**src/rtl/demux_lane_dispatcher.sv**
```systemverilog
// Buffered round-robin sequencer feeding a 2-lane demux: queues words in a FIFO
// and dispatches one per cycle to whichever lane is ready, alternating lanes.
module demux_lane_dispatcher #(
  parameter int N     = 4,
  parameter int DEPTH = 4
) (
  input  logic                     clk,
  input  logic                     reset_n,
  input  logic [N-1:0]             in_data,
  input  logic                     in_valid,
  output logic                     in_ready,
  input  logic [1:0]               lane_ready,
  output logic [N-1:0]             f,
  output logic                     s,
  output logic [1:0]               w_valid,
  output logic [$clog2(DEPTH):0]   count,
  output logic                     blocked
);

  localparam int AW = $clog2(DEPTH);
  localparam int CW = AW + 1;

  typedef enum logic [1:0] {
    ST_IDLE    = 2'd0,
    ST_ACTIVE  = 2'd1,
    ST_BLOCKED = 2'd2
  } state_e;

  state_e          state_s;
  logic [N-1:0]    mem_q [DEPTH];
  logic [AW-1:0]   wr_ptr_q, wr_ptr_d;
  logic [AW-1:0]   rd_ptr_q, rd_ptr_d;
  logic [CW-1:0]   count_q, count_d;
  logic            next_lane_q, next_lane_d;
  logic [N-1:0]    f_q, f_d;
  logic            s_q, s_d;
  logic [1:0]      w_valid_q, w_valid_d;
  logic            blocked_q, blocked_d;
  logic            push_s;
  logic            pop_s;
  logic            lane_s;

  assign in_ready = (count_q < CW'(DEPTH));
  assign push_s   = in_valid && in_ready;

  // State is a pure function of current occupancy and lane readiness, no history.
  always_comb begin
    state_s = ST_IDLE;
    if (count_q == {CW{1'b0}}) begin
      state_s = ST_IDLE;
    end else if (lane_ready == 2'b00) begin
      state_s = ST_BLOCKED;
    end else begin
      state_s = ST_ACTIVE;
    end
  end

  // Dispatch decision, output next-state and FIFO bookkeeping.
  always_comb begin
    f_d         = f_q;
    s_d         = s_q;
    w_valid_d   = 2'b00;
    blocked_d   = 1'b0;
    next_lane_d = next_lane_q;
    pop_s       = 1'b0;
    lane_s      = next_lane_q;
    case (state_s)
      ST_ACTIVE: begin
        lane_s      = lane_ready[next_lane_q] ? next_lane_q : ~next_lane_q;
        pop_s       = 1'b1;
        f_d         = mem_q[rd_ptr_q];
        s_d         = lane_s;
        w_valid_d   = lane_s ? 2'b10 : 2'b01;
        next_lane_d = ~lane_s;
      end
      ST_BLOCKED: begin
        blocked_d = 1'b1;
      end
      ST_IDLE: begin
        blocked_d = 1'b0;
      end
      default: begin
        blocked_d = 1'b0;
      end
    endcase

    wr_ptr_d = push_s ? (wr_ptr_q + AW'(1'b1)) : wr_ptr_q;
    rd_ptr_d = pop_s  ? (rd_ptr_q + AW'(1'b1)) : rd_ptr_q;
    if (push_s && !pop_s) begin
      count_d = count_q + CW'(1'b1);
    end else if (pop_s && !push_s) begin
      count_d = count_q - CW'(1'b1);
    end else begin
      count_d = count_q;
    end
  end

  // Control and output registers.
  always_ff @(posedge clk or negedge reset_n) begin
    if (!reset_n) begin
      wr_ptr_q    <= {AW{1'b0}};
      rd_ptr_q    <= {AW{1'b0}};
      count_q     <= {CW{1'b0}};
      next_lane_q <= 1'b0;
      f_q         <= {N{1'b0}};
      s_q         <= 1'b0;
      w_valid_q   <= 2'b00;
      blocked_q   <= 1'b0;
    end else begin
      wr_ptr_q    <= wr_ptr_d;
      rd_ptr_q    <= rd_ptr_d;
      count_q     <= count_d;
      next_lane_q <= next_lane_d;
      f_q         <= f_d;
      s_q         <= s_d;
      w_valid_q   <= w_valid_d;
      blocked_q   <= blocked_d;
    end
  end

  // FIFO storage; cleared on reset so stale words never reach the demux.
  always_ff @(posedge clk or negedge reset_n) begin
    if (!reset_n) begin
      for (int i = 0; i < DEPTH; i++) begin
        mem_q[i] <= {N{1'b0}};
      end
    end else begin
      if (push_s) begin
        mem_q[wr_ptr_q] <= in_data;
      end
    end
  end

  assign f       = f_q;
  assign s       = s_q;
  assign w_valid = w_valid_q;
  assign count   = count_q;
  assign blocked = blocked_q;

endmodule

```
**config.mk**
```make
export PLATFORM = sky130hd
export DESIGN_NAME = demux_lane_dispatcher
export DESIGN_NICKNAME = d
export VERILOG_FILES = /design/src/rtl/demux_lane_dispatcher.sv
export SDC_FILE = /design/constraint.sdc
export NUM_CORES = 1
export LEC_CHECK = 0
export ABC_CLOCK_PERIOD_IN_PS = 2200
export CORE_AREA = 2 2 58 60
export CTS_CLUSTER_SIZE = 10
export DETAILED_ROUTE_END_ITERATION = 16
export DIE_AREA = 0 0 60 62
export PLACE_DENSITY_LB_ADDON = 0.3
export SYNTH_ARGS = -nofsm -noshare
export SYNTH_HDL_FRONTEND = slang
export SYNTH_SLANG_ARGS = --single-unit
```
**constraint.sdc**
```tcl
create_clock -name clk -period 2.2 [get_ports clk]
set_clock_uncertainty 0.2 [all_clocks]
set_input_delay 0.44 -clock clk [delete_from_list [all_inputs] [get_ports clk]]
set_output_delay 0.44 -clock clk [all_outputs]
set_load 0.01 [all_outputs]
```
==> flow_summary.toml <==
[worst_setup_path]
cpLargestDelayFamily = "buffers and inverters"
crit_type = "register to primary output"
slowest_delay_ns = 0.54
critPathRequiredTime_ns = 1.56
cp-end-kind = "primary output"
arrival_ns = 1.47
cp_max_fo = 6
worstPathCellList = "inv_1 > clkdlybuf4s50_1"
timing.critical_path.buf_inv = 2
critPathSlowestCell = "clkdlybuf4s50_1"
critPathLaunchType = "register"

[timing]
clock.fmax_mhz = 474
worstMarginPinSlew_ns = 0.397
setup_viol = 0
hold_viol = 0
slew_viol_final = 0
finalCritPeriodShare_pct = 95.9
finalCriticalPeriod_ns = 2.11
postLayoutSetupSlackWorst_ns = 0.0902
slew_headroom_pct = 73.6
rsz0062_at_grt = "no"

[floorplan]
fp.dieH_um = 62
initial_core_util_pct = 44.6
die_w_um = 60
ioPinCount = 21
core_area_um2 = 3180
die_area_um2 = 3720
row_count = 21

[min_path]
holdCritPathClass = "primary input to asynchronous set/reset pin"

[routing]
num_vias = 851
wl_mm = 2.34
drc = 0
vias_per_cell = 4.86
wl_per_cell_um = 13.3
drtIter0Drc = 12
drtAntennaViolNets = 0
dr.pass1.iters = 2

[final_layout]
fin_nets = 143
instances_no_fill = 175
fin_util_pct = 56.6
diodes = 0
final_cell_area_um2 = 1800
area_growth_pct = 26.9
drive_gt1_share_pct = 32.6

[grt]
antenna_found_initial = 0
grt_usage_pct = 15.6
grt_use_met1_pct = 19.6
grt_pass1_vias = 838
grt.met2_usage_pct = 22.8
grt-busiest-layer = "met2"
met3_usage_pct = 5.59
grt_pass1_wl_mm = 3.92
grt_max_degree = 33
grt_overflow_total = 0

[clocking]
cts_tree = "yes"
clkLatencyLatePin_ns = 0.33
numCtsBuffers = 5
clkTransAtPathRegs_ns = 0.10
cts_max_level = 2
clkSinkCount = 32
ctsResizeCount = 0
cts.path.max_buffers = 2
cts_root_buf = "clkbuf_4"
cts_hold_buf = 0
post_cts_buffers = 0

[power_and_ir_drop]
powerDensity_nw_per_um2 = 1440
p_leak_nw = 0.791
vdd.ir_drop.worst_v = 0.000558

[placement]
place_area_um2 = 1720
pre_cts_ws_ns = -0.159
dpl.cell_count = 167
post-dp-hpwl_mm = 1.67
place.gp.congestion = 0.700
port_buffers = 20

[outcome]
status = "completed"

[synth]
ys_ff_latch = 32
synthCells = 95
synth_area_um2 = 1420
mappedNetlistNets = 110
yosysSeqAreaShare_pct = 56.4
synth_flop_cell = "dfrtp_1"
avgSynthCellArea_um2 = 14.9
synth-edff-count = 0
ys_async_sr_fraction_pct = 100
ys_warn_count = 0
ys_types = 22

[job]
maxCapViolCount = 0
per-stage QoR:
stage | total power, mW | hold slack, ns | TNS, ns
6_report | 2.59 | 0.289 | 0
5_1_grt | 2.80 | 0.308 | 0
4_1_cts | 2.63 | 0.284 | 0
3_5_place_dp | 2.18 | 0.273 | -0.297
3_3_place_gp | 2.13 | 0.260 | -0.224
2_1_floorplan | 1.78 | -0.0556 | 0
state kept, by name (all words and copies together) (netlist names):
name,cells
s,1
mem_q,16
wr_ptr_q,2
blocked,1
w_valid,2
f,4
next_lane_q,1
rd_ptr_q,2
count,3
report_power, final:
part / leakage, nW / switching, mW / internal (mW)
Sequential: 0.384 / 0.201 / 0.878
Combinational: 0.365 / 0.394 / 0.679
Clock: 0.0412 / 0.206 / 0.237
area by class of cell:
cell class | instances | area, um^2
fill | 269 | 1380
sequential | 32 | 801
multi-input combinational | 55 | 579
timing repair buffer | 28 | 260
tap | 46 | 57.6
clock inverter | 3 | 42.5
clock buffer | 5 | 37.5
inverter | 6 | 22.5
path summary, 6_finish.rpt:
kind                                 startpoint                    end  slack (ns)  depth (start not counted)
max                        count[2]$_DFFE_PN0P_               in_ready        0.09                          2
min                                     reset_n      blocked$_DFF_PN0_        0.29                          2
max reg2reg                count[2]$_DFFE_PN0P_   count[2]$_DFFE_PN0P_        0.15                          7
min reg2reg                       s$_DFFE_PN0P_          s$_DFFE_PN0P_        0.29                          1
max in group asynchronous               reset_n  mem_q[12]$_DFFE_PN0P_        1.22                          2
min in group clk                  s$_DFFE_PN0P_          s$_DFFE_PN0P_        0.29                          1
cell families (layout without fill, tap and decap cells):
kind of cell | count (synthesis) | after routing | share of synthesized area [%]
and+or+nand+nor | 11 | 11 | 3.44
muxes | 25 | 25 | 23.0
buffers and inverters | 8 | 42 | 2.73
DFF | 32 | 32 | 56.4
xor gates and xnor gates | 6 | 6 | 3.70
adders and majority gates | 6 | 6 | 5.82
AOI/OAI and AO/OA | 7 | 7 | 4.85
worst reg2reg max path, delay by kind of cell, from the launching register on:
family          cells  cell delay (ns)
buf+inv             1             0.06
flops               1             0.48
xor+xnor            2             0.27
simple gates        1             0.11
compound gates      1             0.29
fa+ha+maj           2             0.58
synth_stat cells, types with 2 or more instances:
| cell | n | share of area, % |
|---|---|---|
| nor3_1 | 2 | 0.71 |
| xor2_1 | 2 | 1.2 |
| inv_1 | 6 | 1.6 |
| xnor2_1 | 4 | 2.5 |
| dfrtp_1 | 32 | 56 |
| nor2_1 | 2 | 0.53 |
| mux2_2 | 21 | 17 |
| ha_1 | 5 | 4.4 |
| nand2_1 | 5 | 1.3 |
| mux4_2 | 4 | 6.3 |
metal layers:
metal | vias to the layer above | part of all wire (%)
met5 | - | 0
met4 | 0 | 2.5
met1 | 428 | 46
met3 | 5 | 4.5
met2 | 18 | 47
li1 | 400 | -
placed cells by master (no fill, tap or decap), drive strengths merged:
cell,n
a211oi,1
a21o,1
a21oi,1
a31oi,1
buf,8
bufinv,1
clkbuf,5
clkdlybuf4s50,20
clkinv,1
clkinvlp,1
dfrtp,32
fa,1
ha,5
inv,6
mux2,21
mux4,4
nand2,5
nor2,2
nor2b,1
nor3,2
o211a,1
o21ai,1
o32ai,1
or3,1
xnor2,4
xor2,2
Note: power is estimated with default switching activity, not from simulation.
==> RTL edit 1 (config.mk and constraints unchanged) <==
Change the parameter `N` from 4 to 2.
--- a/src/rtl/demux_lane_dispatcher.sv
+++ b/src/rtl/demux_lane_dispatcher.sv
@@ -1,7 +1,7 @@
 // Buffered round-robin sequencer feeding a 2-lane demux: queues words in a FIFO
 // and dispatches one per cycle to whichever lane is ready, alternating lanes.
 module demux_lane_dispatcher #(
-  parameter int N     = 4,
+  parameter int N     = 2,
   parameter int DEPTH = 4
 ) (
   input  logic                     clk,
Interface: changed (resized f and in_data); port bits go from 21 to 17. No check against the original RTL was run, so the function may have changed too.
==> RTL edit 1 against the original RTL <==
Worst hold slack worse by 0.024 ns. Combinational power is 21% lower. Sequential cell count is 10 lower. Wire length is 32% lower. Global-route usage is 5.6 points lower. Fmax is 0.62% higher. Non-clock buffer count is 2 lower. Worst setup slack better by 0.013 ns. Final cell count is 13% lower. Largest power group is now combinational logic. Area after synthesis is 30% lower. Total power is 28% lower. Design area is 25% lower. Sequential power is 32% lower.
==> RTL edit 1: results (changes against the original RTL) <==
[clock_tree]
clk-insertion-delay-late_ns = 0.30  ; -0.03 ns
clk_pin_slew_ns = 0.12  ; +0.02 ns
numCtsBuffers = 3  ; -2
htreeDepth = 1  ; -1

[power]
power_switching_mw = 0.5889  ; -26%
pwr-share-comb = 0.449  ; +0.035
max-vdd-ir-drop_uv = 290.6  ; -48%
clock_power_mw = 0.302  ; -32%
leakagePower_nw = 0.5988  ; -24%
power_combinational_mw = 0.842  ; -21%
pwr_density_cell_nw_per_um2 = 1397  ; -3.1%

[detailed_routing]
drtIter0Drc = 21  ; +9
wl_met2_um = 790  ; -28%
wl_met1_um = 729  ; -32%
drt-pass1-iter-count = 3  ; +1
vias = 639  ; -25%
viasPerCell = 4.204  ; -14%
wl_um = 1589  ; -32%
dr.max_layer_used = met4
wl_met3_um = 42  ; -60%

[worst_setup_path]
cp_max_fo = 4  ; -2
rr_endpoint = count[2]
reg2reg_depth = 8  ; +1
rrSetupSlack_ns = 0.15  ; about the same
critPathArrivalTime_ns = 1.46
crit_family = buffers and inverters

[logic_synthesis]
syn_nets = 90  ; -18%
ys_top_cells_by_area = dfrtp_1 55%, mux2_1 9.0%, ha_1 6.3%, mux4_2 4.5%, nand2_1 4.5%
syn_inst = 77  ; -19%
post_synth_num_cell_types = 20  ; -9.1%
ys_seq_area_frac = 0.5521  ; -0.01230
ys_top_cells_by_count = 22 x dfrtp_1, 12 x nand2_1, 8 x mux2_1

[placed_design]
placed_cells = 148  ; -11%
place_ws_ns = -0.2296  ; -0.07073 ns
gp_congestion = 0.7256  ; +3.7%
place_area_um2 = 1282  ; -25%
port_buffers = 16  ; -20%
dp_hpwl_um = 1259  ; -24%

[grt]
antenna_found_initial = 0  ; unchanged
grt_usage = 0.09943  ; -0.05609
met1_usage = 0.1196  ; -0.07639
met3_usage = 0.01242  ; -0.04348
grt_use_met2 = 0.1677  ; -0.06056
grt_pass1_wl_um = 2704  ; -31%
grt_max_degree = 23  ; -30%

[sta]
tightestPinTransition_ns = 0.2793  ; -0.1173 ns
period_needed_ns = 2.097  ; -0.01296 ns

[status]
status = completed

[final_layout]
nets = 120  ; -16%
layout-drive-gt1-share = 0.2075  ; -0.1180
regMostFlops = mem_q
largest_reg_flops = 8  ; -8
n_fill_cell = 322  ; +20%

[RTL edit 1: logic make-up (layout without fill, tap and decap cells)]
group                      count (synthesis)  after routing  synth area share
adders and majority gates                  6              6           0.08281
muxes                                     11             11            0.1468
buffers and inverters                      6             35           0.02886
xor gates and xnor gates                   6              6           0.05270
DFF                                       22             22            0.5521
AOI/OAI and AO/OA                          6              6           0.05646
and+or+nand+nor                           20             20           0.08030
[RTL edit 1: worst min path at each step]
| stage | endpoint | slack (ns) |
|---|---|---|
| 2_1_floorplan | blocked | -0.06 |
| 3_3_place_gp | f[0] | 0.26 |
| 3_5_place_dp | f[0] | 0.27 |
| 4_1_cts | f[1] | 0.26 |
| 5_1_grt | rd_ptr_q[1] | 0.28 |
| 6_report | rd_ptr_q[1] | 0.26 |
[RTL edit 1: layout make-up]
type	instances	area share
Inverter	5	0.01584
Timing Repair Buffer	26	0.1771
Sequential cell	22	0.4101
Clock inverter	1	0.02237
Clock buffer	3	0.01678
Tap cell	46	0.04287
Multi-Input combinational cell	49	0.3150
==> RTL edit 2 (same flow settings) <==
Without the edit above. Reset style: synchronous (`reset_n`), changed in 2 clocked blocks.
--- a/src/rtl/demux_lane_dispatcher.sv
+++ b/src/rtl/demux_lane_dispatcher.sv
@@ -96,7 +96,7 @@
   end
 
   // Control and output registers.
-  always_ff @(posedge clk or negedge reset_n) begin
+  always_ff @(posedge clk) begin
     if (!reset_n) begin
       wr_ptr_q    <= {AW{1'b0}};
       rd_ptr_q    <= {AW{1'b0}};
@@ -119,7 +119,7 @@
   end
 
   // FIFO storage; cleared on reset so stale words never reach the demux.
-  always_ff @(posedge clk or negedge reset_n) begin
+  always_ff @(posedge clk) begin
     if (!reset_n) begin
       for (int i = 0; i < DEPTH; i++) begin
         mem_q[i] <= {N{1'b0}};
Function: differs if reset_n is asserted again (counterexample within 4 cycles, from zero or initial values and one cycle with reset_n low); with reset_n held inactive, the same outputs for 10 cycles.
==> RTL edit 2 against the original RTL <==
The run now ends with setup timing left. Critical path depth grew 7. Sequential cell count is the same. Design area grew 1.2%. Clock power shrank 29%. Wire length grew 6.6%. Area after synthesis shrank 2.4%. Die area is the same. Worst setup slack lost 0.12 ns. Total power shrank 23%. Critical endpoint is now count[2].
==> RTL edit 2: results (changes against the original RTL) <==
[sta]
setup_ws_ns = -0.03007  ; -0.1203 ns
fin_tns_setup_ns = -0.03007  ; -0.03007 ns
setup_violations = 1  ; +1
tightestPinTransition_ns = 0.4454  ; +0.04882 ns
hold-worst-slack_ns = 0.2570  ; -0.03159 ns

[worst_setup_path]
reg2reg_depth = 8  ; +1
cp-startpoint = in_valid
critPathArrivalTime_ns = 2.28  ; +0.81 ns
rr_endpoint = count[2]
rrSetupSlack_ns = 0.01  ; -0.14 ns
critical_path_class = in -> reg
r2r-start = count[0]

[logic_synthesis]
synth_fa_ha_area_frac = 0.02349  ; -0.03471
ys_seq_area_frac = 0.5781  ; +0.01377
ys_top_cells_by_count = 16 x and2_1, 16 x dfxtp_1, 16 x edfxtp_1, 10 x nand2_1, 8 x a21oi_1
ys_top_cells_by_area = edfxtp_1 35%, dfxtp_1 23%, and2_1 7.2%, mux4_2 6.5%, a21oi_1 2.9%
synthArstFlopShare = 0  ; -1.000
post_synth_num_cell_types = 30  ; +36%
synth_edf_count = 16  ; +16
synth-compound-area-share = 0.05962  ; +0.01112
syn_nets = 128  ; +16%

[power]
max-vdd-ir-drop_uv = 440.9  ; -21%

[detailed_routing]
drtIter0Drc = 31  ; +19
wl_per_cell_um = 12.27  ; -8.1%
viasPerCell = 4.788  ; -1.5%

[final_layout]
nets = 167  ; +17%
layout-drive-gt1-share = 0.2102  ; -0.1154

[status]
violations = setup timing
status = finished, violations left

[placed_design]
dp_hpwl_um = 1968  ; +18%

[grt]
first_global_vias = 944  ; +13%
grt_usage = 0.1595  ; +0.003955
grt_max_degree = 15  ; -55%
grt_pass1_wl_um = 4195  ; +7.0%

## RTL edit 2: cell types whose count changed after synthesis, sizes merged, moves of 4 or more
cell / delta
dfrtp: -32
mux2: -21
and2: +16
dfxtp: +16
edfxtp: +16
a21oi: +7
nand2: +5
ha: -4
nor2: +4
## RTL edit 2: repair_timing
item | CTS | global route
gates resized for setup | 1 | 0
setup buffers | 1 | 0
pin swaps | 1 | 0
endpoints found under the setup margin | 1 | 1
## RTL edit 2: power by group
| group | switching, mW | total (mW) | internal, mW |
|---|---|---|---|
| Combinational | 0.355 | 0.831 | 0.475 |
| Clock | 0.189 | 0.314 | 0.124 |
| Sequential | 0.0966 | 0.845 | 0.749 |
## RTL edit 2: per-stage QoR
stage	util	std cells
2_1_floorplan	-	117
3_3_place_gp	0.5553	194
3_5_place_dp	0.5553	194
4_1_cts	0.5730	203
5_1_grt	0.5730	203
6_report	0.5730	203
## RTL edit 2: area by class of cell
cell class | count | area [µm²]
clock buffers | 7 | 45.04
clock inverters | 1 | 5.005
fillers | 286 | 1358
inverters | 8 | 35.03
multi-input cells | 73 | 554.3
flip-flops and latches | 32 | 805.8
well taps | 46 | 57.56
repair buffers | 36 | 319.1
## RTL edit 2: cell families (layout without fill, tap and decap cells)
group                    Yosys count  after routing
AND/OR/NAND/NOR                   46             46
XOR/XNOR                           5              5
multiplexers                       6              6
flip-flops                        32             32
AO/OA/AOI/OAI                     14             14
buffers and inverters             12             52
adder cells (fa/ha/maj)            2              2
## RTL edit 2: metal layers
layer	track usage	wire, µm
met5	0	0
met4	0.06349	40
met3	0.07039	114
met2	0.2593	1212
met1	0.1860	1122
